$ cat src/rtl/obstacle_scheduler_if.sv
// Mode/tick inputs and packed per-slot obstacle coordinate buses of obstacle_scheduler.
interface obstacle_scheduler_if #(
  parameter int unsigned N_OBS = 10
) ();
  logic                  frame_tick;
  logic [1:0]            gamemode;
  logic [N_OBS-1:0][9:0] obstacle_x_game_left;
  logic [N_OBS-1:0][9:0] obstacle_x_game_right;
  logic [N_OBS-1:0][8:0] obstacle_y_game_up;
  logic [N_OBS-1:0][8:0] obstacle_y_game_down;
  logic [N_OBS-1:0]      obstacle_active;
  logic [15:0]           score;

  modport master (
    output frame_tick, gamemode,
    input  obstacle_x_game_left, obstacle_x_game_right,
    input  obstacle_y_game_up, obstacle_y_game_down,
    input  obstacle_active, score
  );

  modport slave (
    input  frame_tick, gamemode,
    output obstacle_x_game_left, obstacle_x_game_right,
    output obstacle_y_game_up, obstacle_y_game_down,
    output obstacle_active, score
  );
endinterface

$ cat src/rtl/obstacle_scheduler.sv
// Obstacle slot table: spawns at the right edge, scrolls left per frame tick,
// retires off the left edge and counts retirements as score; sequenced by gamemode.
module obstacle_scheduler #(
  parameter int unsigned N_OBS     = 10,
  parameter int unsigned SCREEN_W  = 640,
  parameter int unsigned OBS_W     = 40,
  parameter int unsigned OBS_H     = 120,
  parameter int unsigned SPEED     = 2,
  parameter int unsigned SPAWN_GAP = 160,
  parameter int unsigned Y_BASE    = 40,
  parameter logic [15:0] LFSR_SEED = 16'hACE1
) (
  input  logic                 clk,
  input  logic                 rst,
  obstacle_scheduler_if.slave  bus
);
  localparam int unsigned   CW        = $clog2(SPAWN_GAP + SPEED) + 1;
  localparam logic [1:0]    MODE_MENU = 2'b00;
  localparam logic [1:0]    MODE_PLAY = 2'b01;
  localparam logic [15:0]   LFSR_TAPS = 16'hB400;
  localparam logic [9:0]    X_SPAWN_L = 10'(SCREEN_W);
  localparam logic [9:0]    X_SPAWN_R = 10'(SCREEN_W + OBS_W);
  localparam logic [9:0]    X_STEP    = 10'(SPEED);
  localparam logic [8:0]    Y_OFF     = 9'(Y_BASE);
  localparam logic [8:0]    Y_SPAN    = 9'(OBS_H);
  localparam logic [CW-1:0] DIST_GAP  = CW'(SPAWN_GAP);
  localparam logic [CW-1:0] DIST_STEP = CW'(SPEED);

  logic [N_OBS-1:0][9:0] r_left, r_right, w_left_nx, w_right_nx;
  logic [N_OBS-1:0][8:0] r_up, r_down, w_up_nx, w_down_nx;
  logic [N_OBS-1:0]      r_active, w_active_nx;
  logic [15:0]           r_score, w_score_nx, w_retire_cnt;
  logic [CW-1:0]         r_dist, w_dist_nx, w_dist_add, w_dist_sat;
  logic [15:0]           r_lfsr, w_lfsr_nx, w_lfsr_step;
  logic [N_OBS-1:0]      w_free, w_spawn_oh;
  logic                  w_spawn;
  logic [8:0]            w_spawn_up, w_spawn_down;

  // Lowest free slot isolated as a one-hot mask from the start-of-tick state.
  assign w_free       = ~r_active;
  assign w_spawn_oh   = w_free & (~w_free + N_OBS'(1));
  assign w_dist_add   = r_dist + DIST_STEP;
  assign w_dist_sat   = (w_dist_add >= DIST_GAP) ? DIST_GAP : w_dist_add;
  assign w_spawn      = (w_dist_sat >= DIST_GAP) && (|w_free);
  assign w_lfsr_step  = r_lfsr[0] ? ((r_lfsr >> 1) ^ LFSR_TAPS) : (r_lfsr >> 1);
  assign w_spawn_up   = Y_OFF + 9'(r_lfsr[7:0]);
  assign w_spawn_down = w_spawn_up + Y_SPAN;

  always_comb begin
    w_left_nx    = r_left;
    w_right_nx   = r_right;
    w_up_nx      = r_up;
    w_down_nx    = r_down;
    w_active_nx  = r_active;
    w_score_nx   = r_score;
    w_dist_nx    = r_dist;
    w_lfsr_nx    = r_lfsr;
    w_retire_cnt = '0;
    case (bus.gamemode)
      MODE_MENU: begin
        w_left_nx   = '0;
        w_right_nx  = '0;
        w_up_nx     = '0;
        w_down_nx   = '0;
        w_active_nx = '0;
        w_score_nx  = '0;
        w_dist_nx   = DIST_GAP;
      end
      MODE_PLAY: begin
        if (bus.frame_tick) begin
          for (int i = 0; i < int'(N_OBS); i++) begin
            if (r_active[i]) begin
              if (r_left[i] < X_STEP) begin
                w_left_nx[i]   = '0;
                w_right_nx[i]  = '0;
                w_up_nx[i]     = '0;
                w_down_nx[i]   = '0;
                w_active_nx[i] = 1'b0;
                w_retire_cnt   = w_retire_cnt + 16'd1;
              end else begin
                w_left_nx[i]  = r_left[i] - X_STEP;
                w_right_nx[i] = r_right[i] - X_STEP;
              end
            end
          end
          w_score_nx = r_score + w_retire_cnt;
          w_dist_nx  = w_dist_sat;
          // A deferred spawn leaves the counter saturated at the gap.
          if (w_spawn) begin
            for (int i = 0; i < int'(N_OBS); i++) begin
              if (w_spawn_oh[i]) begin
                w_left_nx[i]   = X_SPAWN_L;
                w_right_nx[i]  = X_SPAWN_R;
                w_up_nx[i]     = w_spawn_up;
                w_down_nx[i]   = w_spawn_down;
                w_active_nx[i] = 1'b1;
              end
            end
            w_dist_nx = '0;
            w_lfsr_nx = w_lfsr_step;
          end
        end
      end
      default: ;
    endcase
  end

  always_ff @(posedge clk or posedge rst) begin
    if (rst) begin
      r_left   <= '0;
      r_right  <= '0;
      r_up     <= '0;
      r_down   <= '0;
      r_active <= '0;
      r_score  <= '0;
      r_dist   <= '0;
      r_lfsr   <= LFSR_SEED;
    end else begin
      r_left   <= w_left_nx;
      r_right  <= w_right_nx;
      r_up     <= w_up_nx;
      r_down   <= w_down_nx;
      r_active <= w_active_nx;
      r_score  <= w_score_nx;
      r_dist   <= w_dist_nx;
      r_lfsr   <= w_lfsr_nx;
    end
  end

  assign bus.obstacle_x_game_left  = r_left;
  assign bus.obstacle_x_game_right = r_right;
  assign bus.obstacle_y_game_up    = r_up;
  assign bus.obstacle_y_game_down  = r_down;
  assign bus.obstacle_active       = r_active;
  assign bus.score                 = r_score;
endmodule
$ cat src/flat_wrapper.sv
// flat-port wrapper written by rule: the top's interface ports become plain ports
module obstacle_scheduler_flat 
#(
  parameter int unsigned N_OBS     = 10,
  parameter int unsigned SCREEN_W  = 640,
  parameter int unsigned OBS_W     = 40,
  parameter int unsigned OBS_H     = 120,
  parameter int unsigned SPEED     = 2,
  parameter int unsigned SPAWN_GAP = 160,
  parameter int unsigned Y_BASE    = 40,
  parameter logic [15:0] LFSR_SEED = 16'hACE1
)
  (clk, rst, bus_frame_tick, bus_gamemode, bus_obstacle_x_game_left, bus_obstacle_x_game_right, bus_obstacle_y_game_up, bus_obstacle_y_game_down, bus_obstacle_active, bus_score);
  obstacle_scheduler_if #(.N_OBS(N_OBS)) bus_i ();
  input  logic clk;
  input  logic rst;
  input wire logic [$bits(bus_i.frame_tick)-1:0] bus_frame_tick;
  input wire logic [$bits(bus_i.gamemode)-1:0] bus_gamemode;
  output wire logic [$bits(bus_i.obstacle_x_game_left)-1:0] bus_obstacle_x_game_left;
  output wire logic [$bits(bus_i.obstacle_x_game_right)-1:0] bus_obstacle_x_game_right;
  output wire logic [$bits(bus_i.obstacle_y_game_up)-1:0] bus_obstacle_y_game_up;
  output wire logic [$bits(bus_i.obstacle_y_game_down)-1:0] bus_obstacle_y_game_down;
  output wire logic [$bits(bus_i.obstacle_active)-1:0] bus_obstacle_active;
  output wire logic [$bits(bus_i.score)-1:0] bus_score;
  assign bus_i.frame_tick = bus_frame_tick;
  assign bus_i.gamemode = bus_gamemode;
  assign bus_obstacle_x_game_left = bus_i.obstacle_x_game_left;
  assign bus_obstacle_x_game_right = bus_i.obstacle_x_game_right;
  assign bus_obstacle_y_game_up = bus_i.obstacle_y_game_up;
  assign bus_obstacle_y_game_down = bus_i.obstacle_y_game_down;
  assign bus_obstacle_active = bus_i.obstacle_active;
  assign bus_score = bus_i.score;
  obstacle_scheduler #(.N_OBS(N_OBS), .SCREEN_W(SCREEN_W), .OBS_W(OBS_W), .OBS_H(OBS_H), .SPEED(SPEED), .SPAWN_GAP(SPAWN_GAP), .Y_BASE(Y_BASE), .LFSR_SEED(LFSR_SEED)) u_core (.clk(clk), .rst(rst), .bus(bus_i));
endmodule
$ cat config.mk
export PLATFORM = sky130hd
export DESIGN_NAME = obstacle_scheduler_flat
export DESIGN_NICKNAME = d
export VERILOG_FILES = /design/src/rtl/obstacle_scheduler_if.sv /design/src/rtl/obstacle_scheduler.sv /design/src/flat_wrapper.sv
export SDC_FILE = /design/constraint.sdc
export NUM_CORES = 1
export LEC_CHECK = 0
export BUFFER_PORTS_ARGS = -buffer_cell sky130_fd_sc_hd__buf_2
export CORE_ASPECT_RATIO = 0.7
export CORE_MARGIN = 8
export CORE_UTILIZATION = 60
export DETAILED_ROUTE_END_ITERATION = 6
export GPL_ROUTABILITY_DRIVEN = 0
export MAX_ROUTING_LAYER = met4
export PLACE_DENSITY = 0.95
export SLEW_MARGIN = 20
export SYNTH_ARGS = -nofsm -noshare
export SYNTH_HDL_FRONTEND = slang
export SYNTH_SLANG_ARGS = --single-unit
$ cat constraint.sdc
create_clock -name clk -period 39.9 [get_ports clk]
set_input_delay 3.99 -clock clk [delete_from_list [all_inputs] [get_ports clk]]
set_output_delay 3.99 -clock clk [all_outputs]
set_load 0.1 [all_outputs]
==> impl_metrics.toml, run 1 <==
[floorplanning]
core_area_sq_mm = 0.0336
rows = 56
initial_core_util_pct = 61.1
ioPinCount = 411
die_h_um = 171
die_w_um = 237
dieArea_sq_mm = 0.0405

[synth]
synth_cell_types = 76
yosys_register_bits = 430
synth_compound_gate_area_share_pct = 21.7
synth_xor_area_share_pct = 2.54
synth_fa_ha_area_share_pct = 2.60
synth_edf_count = 0
synthMostInstantiatedCell = "dfrtp_1"
ys.flop_type = "dfrtp_1"
synth_area_leaders = "dfrtp_1, o21ai_0, nand2_1"
postSynthCellCount = 2099
avgSynthCellArea_sq_um = 9.78
synth.top_cell.area_share_pct = 51.5
synth-simple-area-share_pct = 16.0
synth_area_leader_cell = "dfrtp_1"
synth_warnings = 0
synthTopCellsByCount = "dfrtp_1, o21ai_0, nand2_1"
async_flop_share_pct = 100
ys_seq_area_share_pct = 52.5
synth_top_family_by_area = "compound AO/OA/AOI/OAI gates"
syn_area_sq_mm = 0.0205
synthMuxAreaShare_pct = 0.927

[cts]
cts-root-buf = "clkbuf_16"
cts_buffers = 42
cts_tree = "yes"
cts_resized = 0
ctsHoldBuffers = 0
htreeDepth = 2
clockBufferDepth = 3
postCtsSetupBuffers = 0
clkTransAtPathRegs_ns = 0.06
numClockSinks = 430
insertion_delay_ns = 0.54

[setup_path]
crit_type = "flop to flop"
path_max_fanout = 8
critPathCaptureType = "flop"
startpoint_type = "flop"
worst_path_most_repeated_cell = "ha_1"
cp_slowest_stage_delay_ns = 0.45
cp_data_required_time_ns = 40.31
critical_path.slowest_cell = "dfrtp_1"
critical_path_arrival_ns = 9.97

[placement]
portBuffers = 410
dp.cells = 2846
hpwl_mm = 47.6

[timing]
max_slew.worst_pin.slew_ns = 1.05
hold_ws_ns = 0.477
hold_violations = 0
clock.fmax_mhz = 105
setup_tns_ns = 0
fin_crit_sh_pct = 24.0
rsz0062_at_grt = "false"
slew_viol_final = 0
setup_violations = 0
min_period_ns = 9.56
clock_skew_ns = 0.0156
slew-limit-headroom_pct = 30.2

[hold_path]
hold_path_class = "flop to flop"

[layout]
fin_cells = 2924
multi_input_area_sq_mm = 0.00905
syn_to_final_growth_pct = 18.8
final_nets = 2503
seq_area_sq_mm = 0.0108
n_antenna_cell = 0
drive_gt1_share_pct = 22.9
fillers = 2307

[route]
drc_errors = 0
post_drt_wl_per_cell_um = 23.6
drtPass1Iterations = 6
first_iter_violations = 2736
drt_wl_total_mm = 68.9
vias = 19300
antenna_left = 0
vias_per_cell = 6.61

[global_route]
track_usage_pct = 33.7
antenna_found_initial = 0
grt_pass1_vias = 18700
grt_start_max_net_pins = 155
grt_remaining_overflow = 0
grt_pass1_wl_mm = 107

[pwr]
finalPower_mw = 0.981
power_density_mw_per_mm2 = 40.2
peakVddDrop_mv = 0.0358
p_leak_nw = 12.4

[outcome]
status = "completed"

[run]
cap_violations = 0
[cell usage in the layout (no fill, tap or decap), drive strengths merged, types with 16 or more instances in the layout]
| cell type | n |
|---|---|
| nor3 | 60 |
| nand2b | 18 |
| o31ai | 56 |
| nand4 | 17 |
| clkbuf | 58 |
| a22o | 115 |
| inv | 78 |
| buf | 434 |
| a31oi | 16 |
| dfrtp | 422 |
| nand2 | 271 |
| and3 | 16 |
| or3 | 23 |
| mux2 | 16 |
| nand3 | 42 |
| and2 | 28 |
| nor2 | 92 |
| a21oi | 92 |
| ha | 41 |
| a32o | 34 |
| nor4 | 31 |
| o21ai | 310 |
| xnor2 | 29 |
| nor2b | 17 |
[metrics by stage]
step / util (%) / instance area [sq um] / setup WS [ns]
floorplan: - / 20500 / 23.95
global placement: 68.2 / 22900 / 31.25
detailed placement: 68.2 / 22900 / 30.62
CTS: 72.6 / 24400 / 30.54
global route: 72.7 / 24400 / 29.82
finish: 72.7 / 24400 / 30.34
[cells by family after synthesis]
kind of cell | Yosys count
XOR/XNOR | 46
flip-flops | 430
other | 1
multiplexers | 17
adder cells (fa/ha/maj) | 42
AO/OA/AOI/OAI | 691
buffers and inverters | 202
AND/OR/NAND/NOR | 670
[flip-flops by register name (all words and copies together), names as in the netlist]
| register | flops |
|---|---|
| u_core.bus.obstacle_x_game_left | 100 |
| u_core.r_lfsr | 16 |
| u_core.bus.obstacle_y_game_up | 90 |
| u_core.bus.obstacle_active | 10 |
| u_core.r_dist | 8 |
| u_core.bus.obstacle_x_game_right | 100 |
| u_core.bus.obstacle_y_game_down | 90 |
| u_core.bus.score | 16 |
[metal layers]
layer	global-route usage [%]	vias to the layer above	routed length, um
li1	-	8351	-
met1	43.2	9398	26300
met2	52.2	1321	31700
met3	8.07	244	7710
met4	13.1	0	3220
met5	-	-	0
[critical path: cells and delay by family (launching register included)]
kind	cells	cell delay, ns
AO/OA/AOI/OAI	16	3.19
adder cells (fa/ha/maj)	10	2.95
buffers and inverters	2	0.25
flip-flops	1	0.45
multiplexers	2	0.58
AND/OR/NAND/NOR	12	2.01
[path summary, 6_finish.rpt]
kind / from / to / slack, ns / cells past startpoint
worst max register to register: u_core.bus.obstacle_x_game_left[3] / u_core.bus.score[11] / 30.34 / 42
worst max-delay path: u_core.bus.obstacle_x_game_left[3] / u_core.bus.score[11] / 30.34 / 42
worst min register to register: u_core.bus.obstacle_x_game_left[50] / u_core.bus.obstacle_x_game_left[50] / 0.48 / 1
min in group asynchronous: rst / u_core.bus.obstacle_x_game_right[56] / 3.42 / 2
max in group asynchronous: rst / u_core.bus.obstacle_x_game_right[10] / 34.41 / 4
worst min-delay path: u_core.bus.obstacle_x_game_left[50] / u_core.bus.obstacle_x_game_left[50] / 0.48 / 1
[where the power goes]
| part | switching (mW) | total (mW) | internal, mW |
|---|---|---|---|
| logic | 0.0919 | 0.113 | 0.0212 |
| clock network | 0.174 | 0.418 | 0.244 |
| registers | 0.00753 | 0.449 | 0.442 |
[final cells by class]
cell class	instances	share of cell area [%]
clock buffers	58	5.10
clock inverters	19	0.852
inverters	78	1.23
repair buffers	434	9.29
well taps	435	2.23
flip-flops and latches	430	44.2
multi-input cells	1470	37.1
(Power assumes the default switching activity.)
==> run 2, diff against run 1 <==
--- a/config.mk
+++ b/config.mk
@@ -8,11 +8,11 @@
 export BUFFER_PORTS_ARGS = -buffer_cell sky130_fd_sc_hd__buf_2
 export CORE_ASPECT_RATIO = 0.7
 export CORE_MARGIN = 8
-export CORE_UTILIZATION = 60
+export CORE_UTILIZATION = 56
 export DETAILED_ROUTE_END_ITERATION = 6
 export GPL_ROUTABILITY_DRIVEN = 0
 export MAX_ROUTING_LAYER = met4
-export PLACE_DENSITY = 0.95
+export PLACE_DENSITY = 0.91
 export SLEW_MARGIN = 20
 export SYNTH_ARGS = -nofsm -noshare
 export SYNTH_HDL_FRONTEND = slang
==> constraint.sdc (replaced) <==
create_clock -name clk -period 8.9 [get_ports clk]
set_input_delay 0.89 -clock clk [delete_from_list [all_inputs] [get_ports clk]]
set_output_delay 0.89 -clock clk [all_outputs]
set_load 0.1 [all_outputs]
==> run 2 against run 1 <==
  * Clock power grew to 4.7 times the previous value
  * Worst setup slack worse by 30 ns
  * First-iteration DRC count shrank 23%
  * Clock skew up 0.0049 ns
  * Power rose to 4.6 times the previous value
  * Core utilization fell by 3.9 points
  * Largest power group unchanged
  * Via count fell by 0.53%
  * Sequential power rose to 4.5 times the previous value
==> impl_metrics.toml, run 2 (synthesis gave the netlist of run 1 again) <==
[cts]
cts_buffers = 42
ctsHoldBuffers = 0
cts_tree = "yes"
clkTransAtPathRegs_ns = 0.06
numClockSinks = 430
insertion_delay_ns = 0.56
cts-root-buf = "clkbuf_16"
htreeDepth = 2
clockBufferDepth = 3

[setup_path]
rrSetupSlack_ns = 0.29
cp_slowest_stage_delay_ns = 0.59
reg2reg_depth = 41
path_delay_family = "adder cells"
startpoint_type = "flop"
critPathCaptureType = "flop"
cp_data_required_time_ns = 9.37
reg2reg_to = "u_core.bus.score[15]"
reg2reg_from = "u_core.bus.obstacle_x_game_left[9]"
cp-startpoint = "u_core.bus.obstacle_x_game_left[9]"
critical_path_arrival_ns = 9.08
worst_path_most_repeated_cell = "ha_1"
path_max_fanout = 6
crit_type = "flop to flop"
critical_path.slowest_cell = "or4_4"
cp_num_buf_inv = 2

[route]
drc_errors = 0
drtPass1Iterations = 7
antenna_left = 0
vias = 19200
drt_wl_total_mm = 68.7
post_drt_wl_per_cell_um = 23.0
first_iter_violations = 2112
vias_per_cell = 6.43

[layout]
mostFrequentLayoutCell = "dfrtp_1"
fin_cells = 2987
final_nets = 2519
syn_to_final_growth_pct = 20.6
final_core_util_pct = 68.7
final_cell_area_sq_mm = 0.0247
layout_common_cells = "dfrtp_1, buf_2, o21ai_0, nand2_1, a22o_1"
fillers = 2637
drive_gt1_share_pct = 24.2

[timing]
fin_ws_ns = 0.290
clock.fmax_mhz = 116
max_slew.worst_pin.slew_ns = 1.10
slew-limit-headroom_pct = 26.9
hold_violations = 0
fin_crit_sh_pct = 96.7
min_period_ns = 8.61
setup_violations = 0
clock_skew_ns = 0.0205
slew_viol_final = 0

[pwr]
power_density_mw_per_mm2 = 183
p_leak_nw = 12.5
finalPower_mw = 4.52
peakVddDrop_mv = 0.149

[floorplanning]
die_w_um = 245
die_h_um = 176
core_area_sq_mm = 0.0360
ioPinCount = 411
rows = 58
initial_core_util_pct = 57.0
dieArea_sq_mm = 0.0431

[placement]
placed_cell_area_sq_mm = 0.0230
hpwl_mm = 47.9
dp.cells = 2900
pre_cts_slack_ns = -0.358
portBuffers = 410

[global_route]
grt_pass1_vias = 18600
antenna_found_initial = 3
grt_remaining_overflow = 0
grt_pass1_wl_mm = 107
track_usage_pct = 31.5
grt_start_max_net_pins = 173

[hold_path]
hold_path_class = "input pin to async pin"

[outcome]
status = "completed"

[run]
cap_violations = 0
-- run 2: changes by cell type in the layout (fill, tap and decap cells not counted), moves of 4 or more --
cell       before  now
a21oi_2         1    6
buf_4          22   39
a21oi_1        90   84
bufinv_16       4    8
o21ai_0       307  301
-- run 2: per-stage QoR --
step           hold slack (ns)  TNS (ns)
2_1_floorplan            0.446         0
3_3_place_gp             0.459         0
3_5_place_dp             0.466     -1.74
4_1_cts                  0.247         0
5_1_grt                  0.265    -0.205
6_report                 0.274         0
-- run 2: area by class of cell --
| cell class | instances | area, sq um | share of cell area (%) |
|---|---|---|---|
| timing repair buffer | 450 | 2360 | 9.56 |
| tap | 480 | 601 | 2.43 |
| clock buffer | 56 | 1200 | 4.87 |
| multi-input combinational | 1470 | 9160 | 37.0 |
| clock inverter | 20 | 332 | 1.34 |
| sequential | 430 | 10800 | 43.5 |
| inverter | 78 | 298 | 1.20 |
| antenna | 3 | 7.51 | 0.0304 |
-- run 2: routing by layer --
layer | vias to the layer above | track usage (%) | routed length [um]
li1 | 8385 | - | -
met1 | 9412 | 40.9 | 27000
met2 | 1208 | 47.5 | 31600
met3 | 206 | 7.91 | 7350
met4 | 0 | 12.2 | 2830
met5 | - | - | 0
-- run 2: how the worst max path moves through the flow --
| stage | depth (start not counted) | slack (ns) | endpoint |
|---|---|---|---|
| 2_1_floorplan | 41 | 0.25 | u_core.bus.score[11] |
| 3_3_place_gp | 41 | 0.22 | u_core.bus.score[15] |
| 3_5_place_dp | 42 | -0.36 | u_core.bus.score[11] |
| 4_1_cts | 41 | 0.04 | u_core.bus.score[15] |
| 5_1_grt | 42 | -0.06 | u_core.bus.score[15] |
| 6_report | 41 | 0.29 | u_core.bus.score[15] |
-- run 2: where the power goes --
group | total (mW) | internal [mW] | switching, mW
combinational | 0.525 | 0.104 | 0.421
sequential | 2.01 | 1.98 | 0.0306
clock | 1.98 | 1.19 | 0.794
-- run 2: timing repair --
item | CTS | global route
setup buffers | 3 | 5
endpoints found under the setup margin | 7 | 9
resized for setup | 8 | 23
pin swaps | 3 | 7
